==> config.mk <==
export PLATFORM = sky130hd
export DESIGN_NAME = spi_slave
export DESIGN_NICKNAME = d
export VERILOG_FILES = /design/src/rtl/spi_slave.sv
export SDC_FILE = /design/constraint.sdc
export NUM_CORES = 1
export LEC_CHECK = 0
export ABC_AREA = 1
export BUFFER_PORTS_ARGS = -buffer_cell sky130_fd_sc_hd__buf_2
export CORE_MARGIN = 2
export CORE_UTILIZATION = 54
export CTS_CLUSTER_DIAMETER = 80
export DETAILED_ROUTE_END_ITERATION = 12
export PLACE_DENSITY_LB_ADDON = 0.25
export RECOVER_POWER = 50
export SYNTH_ARGS = -nofsm -noshare
export SYNTH_HDL_FRONTEND = slang
export SYNTH_SLANG_ARGS = --single-unit
==> constraint.sdc <==
create_clock -name sys_clk -period 1.9 [get_ports sys_clk]
set_clock_uncertainty 0.1 [all_clocks]
set_input_delay 0.095 -clock sys_clk [delete_from_list [all_inputs] [get_ports sys_clk]]
set_output_delay 0.095 -clock sys_clk [all_outputs]
set_load 0.005 [all_outputs]
==> src/rtl/spi_slave.sv <==
// SPI mode-0 responder: oversampled pins, MSB-first DATA_W-bit frames.
// Define SPI_SLAVE_LOOPBACK_EN to echo each received word in the next one.
module spi_slave #(
    parameter int DATA_W      = 16,
    parameter int SYNC_STAGES = 2
) (
    input  logic              sys_clk,
    input  logic              rst_n,
    input  logic              spi_csn,
    input  logic              spi_clk,
    input  logic              spi_mosi,
    output logic              spi_miso,
    input  logic [DATA_W-1:0] tx_data,
    input  logic              tx_load,
    output logic [DATA_W-1:0] rx_data,
    output logic              rx_valid,
    output logic              frame_err,
    output logic              busy
);

    localparam int CNT_W = $clog2(DATA_W + 1);
    localparam logic [CNT_W-1:0] LAST = CNT_W'(DATA_W - 1);

    typedef enum logic {
        IDLE,
        ACTIVE
    } state_t;

    state_t state, next_state;

    logic [SYNC_STAGES-1:0] clk_sr, csn_sr, mosi_sr;
    logic sclk_s, csn_s, mosi_s;
    logic sclk_d, csn_d;
    logic sclk_rise, sclk_fall, cs_fall, cs_rise;

    logic [DATA_W-1:0] tx_buf, tx_shift, rx_shift, rx_word;
    logic [CNT_W-1:0] bit_cnt;
    logic reload, done_q;
    logic start, stop, rise_en, fall_en, word_done;

    assign sclk_s = clk_sr[SYNC_STAGES-1];
    assign csn_s  = csn_sr[SYNC_STAGES-1];
    assign mosi_s = mosi_sr[SYNC_STAGES-1];

    assign sclk_rise = sclk_s & ~sclk_d;
    assign sclk_fall = ~sclk_s & sclk_d;
    assign cs_fall   = ~csn_s & csn_d;
    assign cs_rise   = csn_s & ~csn_d;

    assign rx_word = {rx_shift[DATA_W-2:0], mosi_s};
    assign busy    = (state == ACTIVE);

    always_ff @(posedge sys_clk or negedge rst_n) begin
        if (!rst_n) begin
            clk_sr  <= '0;
            csn_sr  <= '1;
            mosi_sr <= '0;
            sclk_d  <= 1'b0;
            csn_d   <= 1'b1;
        end else begin
            clk_sr  <= {clk_sr[SYNC_STAGES-2:0], spi_clk};
            csn_sr  <= {csn_sr[SYNC_STAGES-2:0], spi_csn};
            mosi_sr <= {mosi_sr[SYNC_STAGES-2:0], spi_mosi};
            sclk_d  <= sclk_s;
            csn_d   <= csn_s;
        end
    end

    always_ff @(posedge sys_clk or negedge rst_n) begin
        if (!rst_n) state <= IDLE;
        else        state <= next_state;
    end

    // CS edges win over a coincident clock edge, which is then dropped.
    always_comb begin
        next_state = state;
        start      = 1'b0;
        stop       = 1'b0;
        rise_en    = 1'b0;
        fall_en    = 1'b0;
        word_done  = 1'b0;
        unique case (state)
            IDLE: begin
                if (cs_fall) begin
                    next_state = ACTIVE;
                    start      = 1'b1;
                end
            end
            ACTIVE: begin
                if (cs_rise) begin
                    next_state = IDLE;
                    stop       = 1'b1;
                end else begin
                    rise_en   = sclk_rise;
                    fall_en   = sclk_fall;
                    word_done = sclk_rise && (bit_cnt == LAST);
                end
            end
        endcase
    end

    always_ff @(posedge sys_clk or negedge rst_n) begin
        if (!rst_n) begin
            tx_buf <= '0;
        end else if (tx_load) begin
            tx_buf <= tx_data;
`ifdef SPI_SLAVE_LOOPBACK_EN
        end else if (word_done) begin
            tx_buf <= rx_word;
`endif
        end
    end

    always_ff @(posedge sys_clk or negedge rst_n) begin
        if (!rst_n) begin
            tx_shift <= '0;
            reload   <= 1'b0;
        end else if (start) begin
            tx_shift <= tx_load ? tx_data : tx_buf;
            reload   <= 1'b0;
        end else if (word_done) begin
            reload <= 1'b1;
        end else if (fall_en) begin
            // First falling edge after a full word starts the next word.
            tx_shift <= reload ? tx_buf : {tx_shift[DATA_W-2:0], 1'b0};
            reload   <= 1'b0;
        end
    end

    always_ff @(posedge sys_clk or negedge rst_n) begin
        if (!rst_n) begin
            rx_shift <= '0;
            bit_cnt  <= '0;
        end else if (start || word_done) begin
            rx_shift <= word_done ? rx_word : rx_shift;
            bit_cnt  <= '0;
        end else if (rise_en) begin
            rx_shift <= rx_word;
            bit_cnt  <= bit_cnt + 1'b1;
        end
    end

    always_ff @(posedge sys_clk or negedge rst_n) begin
        if (!rst_n) begin
            rx_data   <= '0;
            done_q    <= 1'b0;
            rx_valid  <= 1'b0;
            frame_err <= 1'b0;
            spi_miso  <= 1'b0;
        end else begin
            if (word_done) rx_data <= rx_word;
            done_q    <= word_done;
            rx_valid  <= done_q;
            frame_err <= stop && (bit_cnt != '0);
            spi_miso  <= (state == ACTIVE) ? tx_shift[DATA_W-1] : 1'b0;
        end
    end

endmodule

==> results.ini <==
[placed_design]
hpwl_um=4310
place_inst=516
dp_slack_ns=0.307
postPlaceCellArea_sq_um=3860
gp_congestion=0.803
io_buffers=41

[timing]
worst_pin_slew_ns=0.949
setup_tns_ns=0
slew_headroom=0.368
worst_slack_ns=0.274
final.period_utilization=0.856
hold_viol=0
rsz0062_at_grt=false
max_freq_ghz=0.615
slew_violations=0
min_period_ns=1.63
finalSetupViolations=0

[clock_network]
clock_latency_ns=0.34
clock_path_buffers=2
cts_resized=0
cts-root-buf=clkbuf_8
h-tree-depth=3
cts_buffers=9
cts_sinks=82
cts_tree=done
path_clk_slew_ns=0.09

[critical_path]
crit_family=simple AND/OR/NAND/NOR gates
crit_path_cell_trace=inv_1, nand2_1, nand2_1, nor2_2, nand2_2, buf_4, nand2_1, o21ai_2
max_stage_delay_ns=0.52
arrival_ns=1.75
cpMostUsedCell=nand2_1
worst-path-buf-inv=2
slowest_stage=dfstp_2
r2r-end=rx_data[1]
crit_path_max_fanout=10
end_kind=register
r2r_start=csn_d
worst-r2r-setup-slack_ns=0.27
worstPathRequired_ns=2.03
critPathKind=reg -> reg
cp-start-kind=register
reg2reg_depth=8

[detailed_routing]
drt_pass1_iterations=4
drt-total-wl_um=6800
drtAntennaViolNets=0
drtIter0Drc=153
vias_per_cell=4.98
routedWlPerCell_um=12.3
vias=2749
drcViolationCount=0

[layout]
post-route-cell-area_sq_um=4270
fin_cells=552
fillers=528
mostFrequentLayoutCells=146 x nand2_1, 79 x dfrtp_1, 59 x inv_1, 59 x o21ai_0, 35 x buf_2
area_delta_synth_final_pct=19.7
layout.cells.most_common=nand2_1
n_antenna_cell=0
nets=495
post_route_cells_drive_above_1_share=0.175

[floorplanning]
core-area_sq_um=6390
die_y_um=85.3
initial_core_util=0.559
num_rows=29
dieArea_sq_um=7280
io-pin-count=42
fp.dieW_um=85.3

[synthesis]
yosysTopAreaCell=dfrtp_1
yosysWarnings=0
synth.area.top_cells=dfrtp_1 55%, nand2_1 15%, o21ai_0 8.3%
synth-seq-cells=82
synthesis.nets=432
syn_area_sq_um=3570
ys_types=22
synth_top_area_share=0.554
avgSynthCellArea_sq_um=8.77
yosysSeqAreaShare=0.576
synthCells=407

[power]
ir_drop_v=0.000632
p_leak_nw=2.14
pwr_density_cell_nw_per_um2=984

[global_routing]
grt_pass1_vias=2594
grtUsageTotal=0.200
antenna_found_initial=0
grt_max_degree=46
overflow=0
grt_first_pass_wirelength_um=11600

[run]
maxCapViolCount=0

[run_status]
status=finished, final reports clean

[min_path]
hold_path_class=in -> reg
holdPathEnd=tx_buf[13]
hold_path_depth=3
hp-start=tx_load

timing repair:
action | in CTS | in global routing
hold endpoints to repair | 56 | 0
setup buffers | 0 | 0
hold buffers | 20 | 0
cells by family after synthesis:
family	share of synthesized area
XOR/XNOR	0.00245
flip-flops	0.576
AO/OA/AOI/OAI	0.130
buffers and inverters	0.0978
adder cells (fa/ha/maj)	0.0105
AND/OR/NAND/NOR	0.183
through the flow:
stage / hold slack, ns / total power, W / util
6_report: 0.172 / 0.00421 / 0.669
5_1_grt: 0.225 / 0.00445 / 0.669
4_1_cts: 0.167 / 0.00423 / 0.671
3_5_place_dp: -0.0101 / 0.00282 / 0.605
3_3_place_gp: -0.0106 / 0.00279 / 0.605
2_1_floorplan: -0.301 / 0.00262 / -
power breakdown:
| group | total, W | switching (W) | internal (W) |
|---|---|---|---|
| clock network | 0.00138 | 0.000610 | 0.000773 |
| registers | 0.00212 | 0.000120 | 0.00200 |
| logic | 0.000705 | 0.000429 | 0.000276 |
| total | 0.00421 | 0.00116 | 0.00305 |
worst max-delay path by stage:
stage / from / endpoint / slack, ns / cells past startpoint
2_1_floorplan: csn_d / rx_data[12] / 0.43 / 8
3_3_place_gp: bit_cnt[0] / bit_cnt[0] / 0.33 / 9
3_5_place_dp: csn_d / rx_data[1] / 0.31 / 8
4_1_cts: bit_cnt[0] / bit_cnt[0] / 0.29 / 9
5_1_grt: bit_cnt[0] / bit_cnt[0] / 0.14 / 9
6_report: csn_d / rx_data[1] / 0.27 / 8
cells in the mapped netlist:
cell type and n:
o21ai_0 59, nand2_1 146, ha_1 3, nor2_2 1, xnor2_1 1, dfrtp_1 79, clkbuf_1 3, inv_1 59
nand4_1 4, o21ai_1 4, buf_2 5, buf_4 4, a21oi_2 1, o21ai_2 15, clkbuf_2 1, nor2_1 4
nand3_1 5, a311oi_1 1, nand2_2 3, dfstp_2 3, nor3_4 1, buf_6 5
per-layer routing:
| metal | share of wire | vias to the layer above | global-route usage |
|---|---|---|---|
| met5 | 0 | - | 0 |
| met1 | 0.47 | 1297 | 0.273 |
| met4 | 0.0087 | 0 | 0.0649 |
| met2 | 0.48 | 64 | 0.325 |
| li1 | - | 1382 | - |
| met3 | 0.039 | 6 | 0.0399 |
cell type report:
cell class                 instances  area [sq um]  share of cell area
timing repair buffer              70           517               0.121
clock buffer                      11           141              0.0331
inverter                          59           221              0.0518
multi-input combinational        248          1160               0.273
sequential                        82          2060               0.481
tap                               77          96.3              0.0225
clock inverter                     5          77.6              0.0181
worst register-to-register path: stages (launching register included):
cell and delay (ns):
dfstp_2 0.52, inv_1 0.07, nand2_1 0.16, nand2_1 0.10, nor2_2 0.13, nand2_2 0.11
buf_4 0.20, nand2_1 0.08, o21ai_2 0.05
state kept, by name, summed over array words and instances, names as in the netlist:
signal	flops
bit_cnt	5
busy	1
clk_sr	2
csn_d	1
csn_sr	2
done_q	1
frame_err	1
mosi_sr	2
reload	1
rx_data	16
rx_shift	15
rx_valid	1
sclk_d	1
spi_miso	1
tx_buf	16
tx_shift	16
Note: power is estimated with default switching activity, not from simulation.
